### config.mk
export PLATFORM = sky130hd
export DESIGN_NAME = fpmu_result_tx
export DESIGN_NICKNAME = d
export VERILOG_FILES = /design/src/rtl/fpmu_pkg.sv /design/src/rtl/fp16_norm_round.sv /design/src/rtl/fpmu_result_tx.sv
export SDC_FILE = /design/constraint.sdc
export NUM_CORES = 1
export LEC_CHECK = 0
export BUFFER_PORTS_ARGS = -buffer_cell sky130_fd_sc_hd__buf_2
export CAP_MARGIN = 20
export CORE_MARGIN = 2
export CORE_UTILIZATION = 23
export DETAILED_ROUTE_END_ITERATION = 16
export GPL_TIMING_DRIVEN = 0
export PLACE_DENSITY = 0.48
export SETUP_SLACK_MARGIN = 0.2
export SKIP_LAST_GASP = 1
export SLEW_MARGIN = 5
export SYNTH_ARGS = -nofsm -noshare
export SYNTH_HDL_FRONTEND = slang
export SYNTH_SLANG_ARGS = --single-unit
### constraint.sdc
create_clock -name clk -period 4.6 [get_ports clk]
set_input_delay 0.46 -clock clk [delete_from_list [all_inputs] [get_ports clk]]
set_output_delay 0.46 -clock clk [all_outputs]
set_load 0.1 [all_outputs]
### src/rtl/fpmu_pkg.sv
// Shared definitions for the FP16 multiplier result path: field widths,
// exponent constants, special encodings and the transmit FSM state type.
package fpmu_pkg;

  localparam int EXP_W    = 5;
  localparam int MANT_W   = 11;
  localparam int PROD_W   = 22;
  localparam int EXP_BIAS = 15;
  localparam int EXP_MAX  = 31;

  localparam logic [15:0] POS_INF = 16'h7C00;
  localparam logic [15:0] NEG_INF = 16'hFC00;

  typedef enum logic [1:0] {
    ST_IDLE  = 2'd0,
    ST_NORM  = 2'd1,
    ST_SEND0 = 2'd2,
    ST_SEND1 = 2'd3
  } state_t;

endpackage

### src/rtl/fp16_norm_round.sv
// Combinational normalise / round-to-nearest-even / re-bias / pack of a raw
// 11x11 mantissa product into an IEEE 754 half-precision word. Subnormal
// results are never produced: they flush to signed zero with the unf flag.
module fp16_norm_round #(
  parameter int EXP_BIAS = fpmu_pkg::EXP_BIAS
) (
  input  logic                        sign_i,
  input  logic [fpmu_pkg::PROD_W-1:0] mant_i,
  input  logic [5:0]                  exp_i,
  output logic [15:0]                 word_o,
  output logic                        ovf_o,
  output logic                        unf_o
);

  logic [fpmu_pkg::MANT_W-2:0] field;
  logic [fpmu_pkg::MANT_W-2:0] field_r;
  logic                        guard_bit;
  logic                        sticky_bit;
  logic                        adj;
  logic                        round_up;
  logic                        carry;
  logic [1:0]                  adj_tot;
  logic signed [7:0]           exp_s;

  // Normalise, round, re-bias, then choose zero / underflow / overflow / normal.
  always_comb begin
    field      = '0;
    guard_bit  = 1'b0;
    sticky_bit = 1'b0;
    adj        = 1'b0;
    round_up   = 1'b0;
    carry      = 1'b0;
    field_r    = '0;
    adj_tot    = '0;
    exp_s      = '0;
    word_o     = '0;
    ovf_o      = 1'b0;
    unf_o      = 1'b0;

    // Product of two 1.x mantissas lies in [1,4): bit 21 set means [2,4).
    if (mant_i[21]) begin
      field      = mant_i[20:11];
      guard_bit  = mant_i[10];
      sticky_bit = |mant_i[9:0];
      adj        = 1'b1;
    end else begin
      field      = mant_i[19:10];
      guard_bit  = mant_i[9];
      sticky_bit = |mant_i[8:0];
      adj        = 1'b0;
    end

    round_up         = guard_bit & (sticky_bit | field[0]);
    {carry, field_r} = {1'b0, field} + {10'b0, round_up};
    adj_tot          = {1'b0, adj} + {1'b0, carry};

    exp_s = $signed({2'b00, exp_i}) - $signed(8'(EXP_BIAS)) + $signed({6'b0, adj_tot});

    // A product without a hidden bit in 21:20 came from a zero/subnormal operand.
    if (mant_i[21:20] == 2'b00) begin
      word_o = {sign_i, 15'h0};
    end else if (exp_s <= 8'sd0) begin
      word_o = {sign_i, 15'h0};
      unf_o  = 1'b1;
    end else if (exp_s >= $signed(8'(fpmu_pkg::EXP_MAX))) begin
      word_o = sign_i ? fpmu_pkg::NEG_INF : fpmu_pkg::POS_INF;
      ovf_o  = 1'b1;
    end else begin
      word_o = {sign_i, exp_s[4:0], field_r};
    end
  end

endmodule

### src/rtl/fpmu_result_tx.sv
// Transmit end of the FP16 multiplier: captures one raw product, converts it
// to a half-precision word and streams it out as two bytes.
//
// Handshake semantics (both interfaces): a transfer happens on a rising clock
// edge where valid and ready are both high. in_ready is high only in IDLE;
// the producer holds in_* until it sees in_ready. Once tx_valid is raised,
// tx_data/tx_last/ovf/unf stay unchanged until the byte is accepted.
module fpmu_result_tx
  import fpmu_pkg::*;
#(
  parameter int EXP_BIAS  = fpmu_pkg::EXP_BIAS,
  parameter int MSB_FIRST = 1
) (
  input  logic                  clk,
  input  logic                  rst,
  input  logic                  in_valid,
  output logic                  in_ready,
  input  logic                  in_sign,
  input  logic [PROD_W-1:0]     in_mant,
  input  logic [5:0]            in_exp,
  output logic [7:0]            tx_data,
  output logic                  tx_valid,
  input  logic                  tx_ready,
  output logic                  tx_last,
  output logic                  ovf,
  output logic                  unf,
  output logic [1:0]            dbg_state
);

  state_t              state_q;
  logic                in_ready_q;
  logic                sign_q;
  logic [PROD_W-1:0]   mant_q;
  logic [5:0]          cap_exp_q;
  logic [15:0]         word_q;
  logic                ovf_q;
  logic                unf_q;
  logic [7:0]          tx_data_q;
  logic                tx_valid_q;
  logic                tx_last_q;

  logic [15:0]         nr_word;
  logic                nr_ovf;
  logic                nr_unf;
  logic [7:0]          first_byte;
  logic [7:0]          second_byte;

  fp16_norm_round #(
    .EXP_BIAS(EXP_BIAS)
  ) u_norm_round (
    .sign_i (sign_q),
    .mant_i (mant_q),
    .exp_i  (cap_exp_q),
    .word_o (nr_word),
    .ovf_o  (nr_ovf),
    .unf_o  (nr_unf)
  );

  // Byte order selection for the serialiser.
  assign first_byte  = (MSB_FIRST != 0) ? word_q[15:8] : word_q[7:0];
  assign second_byte = (MSB_FIRST != 0) ? word_q[7:0]  : word_q[15:8];

  // Control FSM with registered handshake and byte outputs. The first SEND0
  // cycle loads the output register, so the first byte is valid two edges
  // after capture; the second byte follows directly on acceptance.
  always_ff @(posedge clk or posedge rst) begin
    if (rst) begin
      state_q    <= ST_IDLE;
      in_ready_q <= 1'b1;
      sign_q     <= 1'b0;
      mant_q     <= '0;
      cap_exp_q  <= '0;
      word_q     <= '0;
      ovf_q      <= 1'b0;
      unf_q      <= 1'b0;
      tx_data_q  <= '0;
      tx_valid_q <= 1'b0;
      tx_last_q  <= 1'b0;
    end else begin
      case (state_q)
        ST_IDLE: begin
          if (in_valid) begin
            sign_q     <= in_sign;
            mant_q     <= in_mant;
            cap_exp_q  <= in_exp;
            in_ready_q <= 1'b0;
            state_q    <= ST_NORM;
          end
        end
        ST_NORM: begin
          word_q  <= nr_word;
          ovf_q   <= nr_ovf;
          unf_q   <= nr_unf;
          state_q <= ST_SEND0;
        end
        ST_SEND0: begin
          if (!tx_valid_q) begin
            tx_valid_q <= 1'b1;
            tx_data_q  <= first_byte;
            tx_last_q  <= 1'b0;
          end else if (tx_ready) begin
            tx_data_q <= second_byte;
            tx_last_q <= 1'b1;
            state_q   <= ST_SEND1;
          end
        end
        ST_SEND1: begin
          if (tx_ready) begin
            tx_valid_q <= 1'b0;
            tx_last_q  <= 1'b0;
            tx_data_q  <= '0;
            ovf_q      <= 1'b0;
            unf_q      <= 1'b0;
            in_ready_q <= 1'b1;
            state_q    <= ST_IDLE;
          end
        end
        default: begin
          state_q <= ST_IDLE;
        end
      endcase
    end
  end

  assign in_ready  = in_ready_q;
  assign tx_data   = tx_data_q;
  assign tx_valid  = tx_valid_q;
  assign tx_last   = tx_last_q;
  assign ovf       = ovf_q;
  assign unf       = unf_q;
  assign dbg_state = state_q;

endmodule
==> results of run 1 <==
[area by class of cell]
type,count,share of cell area
tap,180,0.0541
buffer,15,0.0207
clock inverter,4,0.0114
clock buffer,12,0.0616
multi-input combinational,207,0.403
timing repair buffer,56,0.0772
inverter,12,0.0108
sequential,60,0.361
[cells in the final DEF, fill, tap and decap left out, types with 3 or more instances in the layout]
cell type,count
nand2b_1,3
dfrtp_1,58
clkbuf_16,9
inv_1,11
o2bb2ai_2,10
a21oi_1,11
o31ai_1,13
nor2_1,15
mux2i_1,12
nor3_1,3
mux2_2,33
xor2_1,4
nand4_1,3
ha_1,8
clkbuf_1,12
buf_2,46
nand3_1,5
o211ai_1,3
buf_4,8
xnor2_1,5
o21ai_0,9
nand2_1,29
[how the worst min path moves through the flow]
stage                                      start                       end  slack [ns]
after detailed placement  tx_data[0]$_DFFE_PP0P_    tx_data[0]$_DFFE_PP0P_        0.46
after global routing                         rst  cap_exp_q[0]$_DFFE_PP0P_        0.18
after CTS                                    rst    mant_q[17]$_DFFE_PP0P_        0.16
after floorplan           word_q[10]$_DFFE_PP0P_    word_q[10]$_DFFE_PP0P_        0.45
after global placement    tx_data[7]$_DFFE_PP0P_    tx_data[7]$_DFFE_PP0P_        0.46
final                                        rst     mant_q[2]$_DFFE_PP0P_        0.15
[worst max-delay path, delay by kind of cell (launching register included)]
kind | cells | cell delay (ns)
flops | 1 | 0.42
buf+inv | 3 | 0.43
fa+ha+maj | 4 | 0.98
mux | 1 | 0.22
compound gates | 6 | 1.22
simple gates | 4 | 0.90
[timing repair]
item,in CTS,in global routing
pin swaps,1,2
endpoints found under the setup margin,17,12
buffers inserted,2,6
gates resized for setup,11,9
gates cloned,0,1
[sequential cells by signal (all words and copies together), names as in the netlist]
signal	cells
tx_valid	1
tx_last	1
sign_q	1
in_ready	1
dbg_state	2
tx_data	8
unf	1
ovf	1
mant_q	22
cap_exp_q	6
word_q	16
[cells by family after synthesis]
group	Yosys count	synth area share
buffers and inverters	27	0.0335
adders and majority gates	11	0.0446
AOI/OAI and AO/OA	67	0.167
xor gates and xnor gates	10	0.0292
and+or+nand+nor	74	0.112
DFF	60	0.462
muxes	45	0.151
[power breakdown]
part	total [mW]	switching, mW	leakage, nW	internal [mW]
clock network	0.673	0.227	0.149	0.446
logic	1.80	1.13	0.994	0.678
registers	0.972	0.208	0.745	0.764
total	3.45	1.56	1.89	1.89
[per-layer routing]
layer	track usage	share of wire	vias to the layer above
met5	0	0	-
met4	0.0323	0.0095	0
met3	0.0364	0.049	6
met2	0.160	0.43	52
met1	0.154	0.51	1189
li1	-	-	1209
==> flow_summary_export.csv, run 1 <==
group,metric,value,unit
outcome,status,"finished, final reports clean",
yosys,synth_top_cells_by_area,"dfrtp_1 45%, mux2_2 11%, o2bb2ai_2 4.6%",
final_layout,fin_nets,405,
critical_path,worstPathArrival,4.51,ns
yosys,ys.flop_type,"dfrtp_1",
critical_path,reg2reg_to,"word_q[7]$_DFFE_PP0P_",
placement,hpwlAfterDp,5.67,mm
sta,finalHoldViolCount,0,
pwr,p_total,3.45,mW
placement,dp_cells,521,
clock_network,cts_tree,"done",
critical_path,cp.required,4.85,ns
clock_network,cts_hold_buf,0,
placement,gp_congestion,0.800,
yosys,synth_cell_type_count,52,
critical_path,startpoint_type,"register",
global_route,grt_pass1_vias,2436,
job,cap_violations,0,
final_layout,seqCellArea,0.00150,mm^2
die,dieArea,0.0151,mm^2
clock_network,cts_root_buffer,"clkbuf_16",
sta,worstMarginPinSlew,0.681,ns
critical_path,ff2ff_setup_slack,0.34,ns
placement,port_buffers,46,
drt,vias,2456,
yosys,synth_top_cell_by_area,"dfrtp_1",
drt,avgViaCountPerCell,4.50,
critical_path,crit_chain,"buf_8, buf_8, mux2_2, ha_2, nand3_1, a21oi_2, and3_4, and3_1, ha_1, ha_2, fa_2, o211a_1, a41o_2, o21a_1, o211a_1, or4_4, buf_6, o2bb2ai_2",
placement,dp_slack,-0.429,ns
hold_path,hold_class,"input pin to asynchronous set/reset pin",
global_route,grt_first_pass_wirelength,12.6,mm
drt,ant_nets,0,
critical_path,cp-startpoint,"mant_q[21]$_DFFE_PP0P_",
clock_network,numCtsBuffers,9,
yosys,synth_top_area_frac,0.454,
critical_path,reg2reg_depth,18,
die,die-width,123,um
pwr,powerDensity,828,mW/mm^2
drt,totalWireLength,7.68,mm
clock_network,clk_pin_slew,0.05,ns
yosys,synth.cell_area,0.00325,mm^2
yosys,synthCells,294,
critical_path,reg2reg_from,"mant_q[21]$_DFFE_PP0P_",
drt,drc,0,
clock_network,cts_max_level,3,
yosys,synth.most_common_cell,"dfrtp_1",
sta,fin_worst_skew,0.00680,ns
critical_path,cp_max_fo,10,
critical_path,crit_end,"word_q[7]$_DFFE_PP0P_",
die,coreArea,0.0138,mm^2
critical_path,crit_type,"register to register",
die,row_count,43,
sta,whs,0.154,ns
sta,fmax,235,MHz
sta,setup_tns,0,ns
yosys,synth_seq_cells,60,
yosys,avgSynthCellArea,11.1,um^2
sta,slew_violations,0,
clock_network,insertion_delay,0.33,ns
sta,fin_ws,0.338,ns
yosys,yosys-top-cells-count,"59 x dfrtp_1, 33 x mux2_2, 29 x nand2_1",
die,die_h,123,um
die,start_util,0.235,
yosys,ys_seq_area_frac,0.462,
placement,postPlaceCellArea,0.00373,mm^2
sta,rsz0062_at_grt,"no",
yosys,async_flop_share,1.00,
critical_path,slowest_delay,0.46,ns
pwr,peakVddDrop,0.283,mV
global_route,overflow,0,
clock_network,cts.sinks,60,
final_layout,fin_cells,546,
global_route,grt_max_degree,40,
final_layout,antenna_cells,0,
sta,post-route-min-period,4.26,ns
sta,setup_viol,0,
critical_path,endpoint_kind,"register",
drt,drt_iter0_drc,108,
drt,firstDrtPassIters,4,
global_route,antenna_found_initial,0,
clock_network,clock_path_buffers,2,
sta,fin_crit_sh,0.926,
final_layout,area_growth,28.0,%
final_layout,design_area,0.00416,mm^2
critical_path,cpMaxStageDelayCell,"or4_4",
final_layout,num-fill-cells,1448,
yosys,synth_enable_flop_cells,0,
final_layout,fin_util,0.301,
final_layout,multi_input_area,0.00168,mm^2
yosys,synth_warnings,0,
die,ios,48,
final_layout,drive_gt1_frac,0.366,
global_route,grt.total_usage,0.110,
drt,wl_per_cell,14.1,um
pwr,leakage,1.89,nW
yosys,synth_fp_nets,338,
sta,slew_headroom,0.546,
(Power assumes the default switching activity.)
==> inputs of run 2 (changes only) <==
--- a/config.mk
+++ b/config.mk
@@ -7,6 +7,7 @@
 export LEC_CHECK = 0
 export BUFFER_PORTS_ARGS = -buffer_cell sky130_fd_sc_hd__buf_2
 export CAP_MARGIN = 20
+export CORE_ASPECT_RATIO = 0.75
 export CORE_MARGIN = 2
 export CORE_UTILIZATION = 23
 export DETAILED_ROUTE_END_ITERATION = 16
@@ -14,7 +15,7 @@
 export PLACE_DENSITY = 0.48
 export SETUP_SLACK_MARGIN = 0.2
 export SKIP_LAST_GASP = 1
-export SLEW_MARGIN = 5
+export SLEW_MARGIN = 20
 export SYNTH_ARGS = -nofsm -noshare
 export SYNTH_HDL_FRONTEND = slang
 export SYNTH_SLANG_ARGS = --single-unit
==> run 2 against run 1 <==
- sequential share of layout area down 0.75 points
- non-clock buffer count up 6
- combinational power up 7%
- critical path depth unchanged
- critical endpoint is now word_q[9]$_DFFE_PP0P_
- flip-flop and latch count unchanged
- largest cell class unchanged
==> flow_summary_export.csv, run 2 (synthesis gave the netlist of run 1 again) <==
group,metric,value,unit
critical_path,reg2reg_from,"mant_q[21]$_DFFE_PP0P_",
placement,hpwlAfterDp,5.90,mm
critical_path,slowest_delay,0.55,ns
sta,fmax,233,MHz
final_layout,design_area,0.00425,mm^2
drt,drc,0,
critical_path,cp_max_fo,5,
sta,whs,0.111,ns
critical_path,cpMaxStageDelayCell,"or4_4",
final_layout,drive_gt1_frac,0.390,
pwr,p_total,3.51,mW
sta,setup_viol,0,
global_route,grt_pass1_vias,2464,
drt,firstDrtPassIters,4,
critical_path,cp.required,4.85,ns
die,dieArea,0.0151,mm^2
die,coreArea,0.0137,mm^2
die,start_util,0.237,
drt,totalWireLength,8.14,mm
global_route,antenna_found_initial,0,
global_route,overflow,0,
critical_path,startpoint_type,"register",
drt,avgViaCountPerCell,4.65,
placement,gp_congestion,0.784,
drt,drt_iter0_drc,138,
sta,fin_worst_skew,0.00745,ns
drt,wl_per_cell,14.9,um
global_route,grt_first_pass_wirelength,13.1,mm
critical_path,worstPathArrival,4.53,ns
sta,slew_headroom,0.510,
drt,vias,2546,
sta,finalHoldViolCount,0,
clock_network,cts_tree,"done",
clock_network,cts_hold_buf,0,
final_layout,regMostFlops,"mant_q",
clock_network,cts_root_buffer,"clkbuf_16",
final_layout,antenna_cells,0,
clock_network,clock_path_buffers,2,
final_layout,largest_register_ffs,22,
clock_network,cts.sinks,60,
global_route,grt_max_degree,36,
final_layout,mostFrequentLayoutCell,"dfrtp_1",
critical_path,crit_type,"register to register",
job,cap_violations,0,
critical_path,crit_chain,"buf_6, nand2b_4, a21boi_4, ha_4, nand3_2, a21oi_2, and3_4, and3_4, ha_4, ha_2, fa_2, o211a_1, a41o_2, o21a_1, o211a_1, or4_4, buf_8, o2bb2ai_4",
hold_path,hold_class,"input pin to asynchronous set/reset pin",
clock_network,clk_pin_slew,0.05,ns
clock_network,cts_max_level,3,
die,die_h,107,um
pwr,peakVddDrop,0.271,mV
die,row_count,37,
outcome,status,"finished, final reports clean",
critical_path,cp-startpoint,"mant_q[21]$_DFFE_PP0P_",
sta,worstMarginPinSlew,0.735,ns
drt,ant_nets,0,
sta,fin_crit_sh,0.931,
sta,setup_tns,0,ns
sta,post-route-min-period,4.28,ns
sta,slew_violations,0,
placement,port_buffers,46,
final_layout,area_growth,30.7,%
final_layout,fin_nets,411,
final_layout,final_cell_mix,"58 x dfrtp_1, 46 x buf_2, 32 x mux2_2, 28 x nand2_1, 15 x nor2_1",
pwr,leakage,1.92,nW
sta,fin_ws,0.317,ns
placement,postPlaceCellArea,0.00373,mm^2
die,ios,48,
critical_path,ff2ff_setup_slack,0.32,ns
critical_path,endpoint_kind,"register",
global_route,grt.total_usage,0.112,
sta,rsz0062_at_grt,"no",
clock_network,numCtsBuffers,9,
placement,dp_slack,-0.406,ns
pwr,powerDensity,825,mW/mm^2
die,die-width,141,um
clock_network,insertion_delay,0.32,ns
-- run 2: area by class of cell --
class,instances,area (um^2)
Sequential cell,60,1500
Clock inverter,4,25.0
Clock buffer,12,246
Timing Repair Buffer,62,370
Inverter,12,47.5
Tap cell,175,219
Fill cell,1431,9500
Buffer,15,90.1
Multi-Input combinational cell,207,1750
-- run 2: path summary, 6_finish.rpt --
check                                           endpoint  cells after the start
worst min register to register    tx_data[7]$_DFFE_PP0P_                      2
min in group clk                   mant_q[8]$_DFFE_PP0P_                      2
worst max register to register     word_q[9]$_DFFE_PP0P_                     18
worst min-delay path            cap_exp_q[2]$_DFFE_PP0P_                      2
worst max-delay path               word_q[9]$_DFFE_PP0P_                     18
max in group asynchronous           in_ready$_DFFE_PP1P_                      3
-- run 2: what timing repair did --
action | in CTS | in global routing
setup endpoints to repair | 17 | 16
buffers inserted | 1 | 13
hold endpoints to repair | 0 | 0
gates resized for setup | 11 | 21
cloned | 0 | 1
pin swaps | 1 | 14
-- run 2: metrics by stage --
stage,utilization,cells
after global routing,0.309,547
after CTS,0.294,533
after floorplan,-,294
after detailed placement,0.271,516
final,0.309,547
after global placement,0.269,515
-- run 2: routing by layer --
layer	GRT usage	part of all wire	wire length (um)	vias up
met5	0	0	0	-
met2	0.150	0.40	3270	79
met3	0.0375	0.075	614	5
met1	0.171	0.52	4200	1231
met4	0.0279	0.0072	59	0
li1	-	-	-	1231
-- run 2: report_power, final --
group / total (mW) / internal, mW / switching (mW)
logic: 1.92 / 0.735 / 1.18
clock network: 0.610 / 0.377 / 0.233
registers: 0.981 / 0.763 / 0.218
-- run 2: worst max-delay path, delay by kind of cell (launching register included) --
kind,cells,cell delay (ns)
fa+ha+maj,4,0.92
compound gates,7,1.39
buf+inv,2,0.30
flops,1,0.43
simple gates,5,1.17
